[config.mk]
export PLATFORM = sky130hd
export DESIGN_NAME = key_debounce_multi
export DESIGN_NICKNAME = d
export VERILOG_FILES = /design/src/rtl/key_debounce_multi.sv
export SDC_FILE = /design/constraint.sdc
export NUM_CORES = 1
export LEC_CHECK = 0
export CORE_ASPECT_RATIO = 1.25
export CORE_MARGIN = 3
export CORE_UTILIZATION = 58
export CTS_CLUSTER_SIZE = 16
export DETAILED_ROUTE_END_ITERATION = 12
export GPL_ROUTABILITY_DRIVEN = 0
export PLACE_DENSITY = 0.83
export SETUP_SLACK_MARGIN = 0.02
export SLEW_MARGIN = 10
export SYNTH_ARGS = -nofsm -noshare
export SYNTH_HDL_FRONTEND = slang
export SYNTH_SLANG_ARGS = --single-unit
[constraint.sdc]
create_clock -name clk -period 2.3 [get_ports clk]
set_input_delay 0.575 -clock clk [delete_from_list [all_inputs] [get_ports clk]]
set_output_delay 0.575 -clock clk [all_outputs]
set_load 0.02 [all_outputs]
[src/rtl/key_debounce_multi.sv]
// key_debounce_multi
//
// Multi-channel push-button front end. Every key pin is synchronised,
// sampled on a shared slow tick, and only accepted as a new level after
// STABLE_SAMPLES consecutive ticks disagree with the current debounced
// level. Each channel reports a clean level plus single-cycle press,
// release and long-press events.
//
// Ports:
//   clk            system clock
//   n_reset        asynchronous, active-low reset
//   key            raw asynchronous key pins (NUM_KEYS)
//   press          debounced level per key, 1 = pressed
//   press_pulse    one-cycle strobe when a press is accepted
//   release_pulse  one-cycle strobe when a release is accepted
//   long_pulse     one-cycle strobe when a hold reaches LONG_SAMPLES ticks
//   sample_tick    one-cycle strobe marking each sample instant
module key_debounce_multi #(
    parameter int NUM_KEYS       = 4,
    parameter int SAMPLE_DIV     = 20000,
    parameter int STABLE_SAMPLES = 3,
    parameter int LONG_SAMPLES   = 100,
    parameter bit ACTIVE_LOW     = 1'b1
) (
    input  logic                clk,
    input  logic                n_reset,
    input  logic [NUM_KEYS-1:0] key,
    output logic [NUM_KEYS-1:0] press,
    output logic [NUM_KEYS-1:0] press_pulse,
    output logic [NUM_KEYS-1:0] release_pulse,
    output logic [NUM_KEYS-1:0] long_pulse,
    output logic                sample_tick
);

    localparam int DIV_W  = $clog2(SAMPLE_DIV);
    localparam int STAB_W = $clog2(STABLE_SAMPLES + 1);
    // A zero-length hold counter is not legal, so keep one bit when long-press is off.
    localparam int HOLD_W = (LONG_SAMPLES > 0) ? $clog2(LONG_SAMPLES + 1) : 1;

    localparam logic [DIV_W-1:0]    DIV_LAST  = DIV_W'(SAMPLE_DIV - 1);
    localparam logic [STAB_W-1:0]   STAB_LAST = STAB_W'(STABLE_SAMPLES - 1);
    localparam logic [HOLD_W-1:0]   HOLD_MAX  = HOLD_W'(LONG_SAMPLES);
    localparam logic [NUM_KEYS-1:0] IDLE_LVL  = {NUM_KEYS{ACTIVE_LOW}};

    logic [NUM_KEYS-1:0] sync1_q, sync1_d;
    logic [NUM_KEYS-1:0] sync2_q, sync2_d;
    logic [DIV_W-1:0]    div_q, div_d;
    logic [NUM_KEYS-1:0] press_q, press_d;
    logic [NUM_KEYS-1:0] press_pulse_q, press_pulse_d;
    logic [NUM_KEYS-1:0] release_pulse_q, release_pulse_d;
    logic [NUM_KEYS-1:0] long_pulse_q, long_pulse_d;
    logic [STAB_W-1:0]   stab_q [NUM_KEYS];
    logic [STAB_W-1:0]   stab_d [NUM_KEYS];
    logic [HOLD_W-1:0]   hold_q [NUM_KEYS];
    logic [HOLD_W-1:0]   hold_d [NUM_KEYS];

    logic                tick;
    logic [NUM_KEYS-1:0] sample;

    // Next-state logic: synchroniser, sample divider, and the per-key
    // stability filter and hold counter. Per-key state only moves on ticks.
    always_comb begin
        sync1_d         = key;
        sync2_d         = sync1_q;
        // Normalise polarity so 1 always means pressed from here on.
        sample          = sync2_q ^ IDLE_LVL;
        tick            = (div_q == DIV_LAST);
        div_d           = tick ? '0 : div_q + 1'b1;
        press_d         = press_q;
        press_pulse_d   = '0;
        release_pulse_d = '0;
        long_pulse_d    = '0;
        stab_d          = stab_q;
        hold_d          = hold_q;

        for (int i = 0; i < NUM_KEYS; i++) begin
            if (tick) begin
                // Any sample agreeing with the accepted level restarts the run.
                if (sample[i] == press_q[i]) begin
                    stab_d[i] = '0;
                end else if (stab_q[i] == STAB_LAST) begin
                    press_d[i] = ~press_q[i];
                    stab_d[i]  = '0;
                    if (press_q[i]) begin
                        release_pulse_d[i] = 1'b1;
                    end else begin
                        press_pulse_d[i] = 1'b1;
                    end
                end else begin
                    stab_d[i] = stab_q[i] + 1'b1;
                end
            end

            // The tick that raises press starts the hold at zero, so the
            // long pulse lands exactly LONG_SAMPLES ticks later. A releasing
            // tick also clears it and never fires a long pulse.
            if ((LONG_SAMPLES == 0) || !press_q[i] || !press_d[i]) begin
                hold_d[i] = '0;
            end else if (tick && (hold_q[i] < HOLD_MAX)) begin
                hold_d[i] = hold_q[i] + 1'b1;
                if (hold_q[i] == HOLD_MAX - 1'b1) begin
                    long_pulse_d[i] = 1'b1;
                end
            end
        end
    end

    // State registers. The synchroniser resets to the released pin level so
    // leaving reset never looks like a key edge.
    always_ff @(posedge clk or negedge n_reset) begin
        if (!n_reset) begin
            sync1_q         <= IDLE_LVL;
            sync2_q         <= IDLE_LVL;
            div_q           <= '0;
            press_q         <= '0;
            press_pulse_q   <= '0;
            release_pulse_q <= '0;
            long_pulse_q    <= '0;
            for (int i = 0; i < NUM_KEYS; i++) begin
                stab_q[i] <= '0;
                hold_q[i] <= '0;
            end
        end else begin
            sync1_q         <= sync1_d;
            sync2_q         <= sync2_d;
            div_q           <= div_d;
            press_q         <= press_d;
            press_pulse_q   <= press_pulse_d;
            release_pulse_q <= release_pulse_d;
            long_pulse_q    <= long_pulse_d;
            stab_q          <= stab_d;
            hold_q          <= hold_d;
        end
    end

    assign press         = press_q;
    assign press_pulse   = press_pulse_q;
    assign release_pulse = release_pulse_q;
    assign long_pulse    = long_pulse_q;
    assign sample_tick   = tick;

endmodule

==> Flow_metrics.wiki <==
{| class="wikitable"
! Metric !! Value
|-
| Leakage || 1.67 nW
|-
| Crit start category || register
|-
| Number of global-route vias before repair || 2747
|-
| Share of cells above drive strength 1 || 12.4%
|-
| Violation count after the first detailed-route iteration || 126
|-
| Worst Reg2Reg Path Length in Cells || 5
|-
| Max_slew headroom || 63.3%
|-
| Register clock-pin slew on the reported worst setup and hold paths || 80 ps
|-
| Maximum clock frequency || between 400 and 500 MHz
|-
| Reg-to-reg critical path endpoint || hold_q[4]$_DFFE_PN0P_
|-
| Total gr overflow || 0
|-
| Final wirelength || 6.74 mm
|-
| Layout-stage area growth over the synthesis result || 16.5%
|-
| Slowest library cell on the worst path || or4_1
|-
| Worst-case vdd ir drop || 645 uV
|-
| Final antenna-violating net count || 0
|-
| Starting density of the core || about three fifths
|-
| Cells taking the most area after synthesis || dfrtp_1 (49%), dfstp_2 (6.2%), nand2_1 (4.3%), a21oi_1 (3.2%), nand3_1 (2.7%)
|-
| Maximum number of pins on one net before global-route repair || 41
|-
| Flip-flop cell with the highest count after synthesis || dfrtp_1
|-
| HP Class || input port to async pin
|-
| Portion of synthesized cell area occupied by the leading cell type || a little under 50%
|-
| Max-cap violation count || 0
|-
| Syn_area_per_cell || 10.3 um^2
|-
| Die Footprint || 6810 um^2
|-
| Area fraction in compound gates after synthesis || 12.1%
|-
| DRC violation count after routing || 0
|-
| Pins Over Slew Limit || 0
|-
| Yosys warns || 0
|-
| Final HPWL from detailed placement || 4.49 mm
|-
| Register cell area after layout || 1890 um^2
|-
| Cell area after layout || 3950 um^2
|-
| Final period utilization || approximately 94%
|-
| Insertion delay to the later sink of the worst-skew pair || 350 ps
|-
| Area share of fa/ha/maj cells after synthesis || 1.85%
|-
| Ant diodes || 0
|-
| Endpoint required time on the critical path || 2570 ps
|-
| Total cell area at the placement stage || 3750 um^2
|-
| Total negative slack || 0 ps
|-
| Number of instances in the synthesized netlist || 330
|-
| Total core area || between 5000 and 6000 um^2
|-
| Type of the setup path with the least slack || register to register
|-
| Register share of total power || 56.4%
|-
| Tightest Pin Transition || about 550 ps
|-
| Post-synthesis sequential element count || 75
|-
| PortBufs || 22
|-
| Final setup violation count || 0
|-
| Number of fill cells || 405
|-
| Die height || 91.5 um
|-
| Post-synth cell types || 40
|-
| Slowest cell delay on critical path || 620 ps
|-
| Clk Tree Root Cell || clkbuf_8
|-
| Clock tree sinks || 75
|-
| Main combinational cell family by area after synthesis || simple AND/OR/NAND/NOR gates
|-
| Final hold viol count || 0
|-
| CTS hold repair buffers || 0
|-
| Leading cell type in the layout, fill and taps excluded || dfrtp_1
|-
| Cell type with the highest aggregate area in the netlist || dfrtp_1
|-
| Total global-route track usage || 22.7%
|-
| Count of vias placed by the detailed router || 2578
|-
| Bufs on Longest Clock Path || 2
|-
| Setup repair after global routing missed its margin || false
|-
| Part of the Yosys area used for sequential elements || 55.6%
|-
| Synth Cell Area || 3390 um^2
|-
| Worst clock skew || 8.27 ps
|-
| Width of the die || between 70 and 80 um
|-
| Worst flop-to-flop path startpoint || div_q[13]$_DFF_PN0_
|-
| Fraction of registers with async set or reset after synthesis || 100%
|-
| Number of antenna violations at the first check in global routing || 0
|-
| First-pass GRT wire length || between 10 and 15 mm
|-
| Number of rows created at floorplan || 30
|-
| Most frequent cells in the layout || dfrtp_1 (66), nand2_1 (39), a21oi_1 (22), clkdlybuf4s50_1 (20)
|-
| Iteration count of the initial detailed-routing pass || 4
|-
| Int Power || 1.87 mW
|-
| Switching share of power || 21.1%
|-
| DR vias/cell || around 5.9
|-
| CTS Buf Count || 9
|-
| Outcome || complete, no violations
|-
| Number of enable-type register cells in the synthesized netlist || 0
|-
| Area of the multi-input gates || 1430 um^2
|-
| Synthesized Nets || 341
|-
| Total power divided by cell area || 600 nW/um^2
|-
| Total Nets Final || approximately 380
|-
| Routed wire length per instance || around 15 um
|-
| H-tree depth || 3
|-
| Endpoint arrival time on the critical path || 2440 ps
|-
| Clock tree from TritonCTS || done
|-
| Clock network fraction of total power || 41.9%
|-
| Combinational share of power || 1.7%
|-
| Setup slack on the worst flop-to-flop path || 130 ps
|-
| Top-Level Pins || 23
|-
| Switching power || 0.501 mW
|-
| Cells along the critical path || nor4_4, buf_4, nand4_2, or4_1, a21oi_1
|-
| Xor and xnor fraction of the mapped netlist area || 3.87%
|-
| Sort of element at the end of the critical path || register
|-
| Crit path max fanout || 13
|-
| Fraction of synthesized area in multiplexers || between 1.5 and 2%
|-
| Simple-gate share of the synthesized area || a little under a quarter
|-
| Period minus WS final || 2170 ps
|}
[worst max-delay path by stage]
stage                        start                endpoint  slack [ps]  cells past startpoint
2_1_floorplan   div_q[5]$_DFF_PN0_             sample_tick         260                      5
3_3_place_gp    div_q[0]$_DFF_PN0_             sample_tick         140                      5
3_5_place_dp    div_q[0]$_DFF_PN0_             sample_tick          40                      5
4_1_cts         div_q[0]$_DFF_PN0_             sample_tick          40                      5
5_1_grt        div_q[13]$_DFF_PN0_  hold_q[21]$_DFFE_PN0P_          20                      6
6_report       div_q[13]$_DFF_PN0_   hold_q[4]$_DFFE_PN0P_         130                      5
[metal layers]
metal	wire, um	up-vias	GRT usage, %
li1	-	1262	-
met4	97	0	10.2
met5	0	-	0
met1	2920	1261	27.8
met3	248	8	5.87
met2	3470	47	36.7
[cell usage after synthesis (all sizes together), types with 2 or more instances]
library cell,number
o21ai,20
a21oi,22
nand3,18
and4,4
a41oi,3
nor3,10
dfstp,8
nand4,6
a21boi,2
nor2b,6
buf,3
xnor2,6
xor2,9
nor4,5
nor2,18
inv,12
or3,8
dfrtp,67
a311oi,2
nand2,39
nand3b,3
and3,7
and2,6
a31oi,3
clkbuf,6
ha,5
o31ai,11
mux2i,4
or4,9
[cell families (layout without fill, tap and decap cells)]
group | count (synthesis) | after routing
AO/OA/AOI/OAI | 68 | 68
XOR/XNOR | 15 | 15
adder cells (fa/ha/maj) | 5 | 5
buffers and inverters | 21 | 62
flip-flops | 75 | 75
multiplexers | 5 | 5
AND/OR/NAND/NOR | 141 | 141
[repair_timing]
item | 4_1_cts | 5_1_grt
resized for setup | 5 | 3
endpoints found under the setup margin | 1 | 1
setup buffers | 0 | 1
pin swaps | 0 | 1
[power by group through the flow]
stage / Sequential [mW] / Clock [mW] / Combinational (mW)
after CTS: 1.34 / 1.02 / 0.0424
after global routing: 1.34 / 1.08 / 0.0464
after floorplan: 1.36 / 0 / 0.00360
final: 1.34 / 0.993 / 0.0401
after global placement: 1.36 / 0 / 0.0421
after detailed placement: 1.36 / 0 / 0.0424
[critical path, delay by kind of cell (launching register included)]
kind                   cells  cell delay (ps)
AOI/OAI and AO/OA          1              160
DFF                        1              450
buffers and inverters      1              170
and+or+nand+nor            3             1320
[final cells by class]
class                      instances  share of cell area [%]
clock buffer                      11                    3.58
clock inverter                     5                    1.33
inverter                          12                    1.14
multi-input combinational        234                    36.1
sequential                        75                    47.8
tap                               64                    2.03
timing repair buffer              34                    7.98
[flip-flops by register name, indices dropped and copies added, names as in the netlist]
name,flops
release_pulse,4
sync2_q,4
div_q,15
press,4
sync1_q,4
press_pulse,4
hold_q,28
stab_q,8
long_pulse,4
[metrics by stage]
| step | utilization (%) | cells | setup slack [ps] | hold slack, ps | power, mW |
|---|---|---|---|---|---|
| after floorplan | - | 330 | 257 | 279 | 1.36 |
| after global placement | 67.4 | 418 | 141 | 347 | 1.40 |
| after detailed placement | 67.4 | 418 | 39.2 | 349 | 1.40 |
| after CTS | 71.0 | 434 | 40.8 | 179 | 2.39 |
| after global routing | 71.1 | 435 | 19.7 | 193 | 2.46 |
| final | 71.1 | 435 | 129 | 172 | 2.37 |
(Power assumes the default switching activity.)
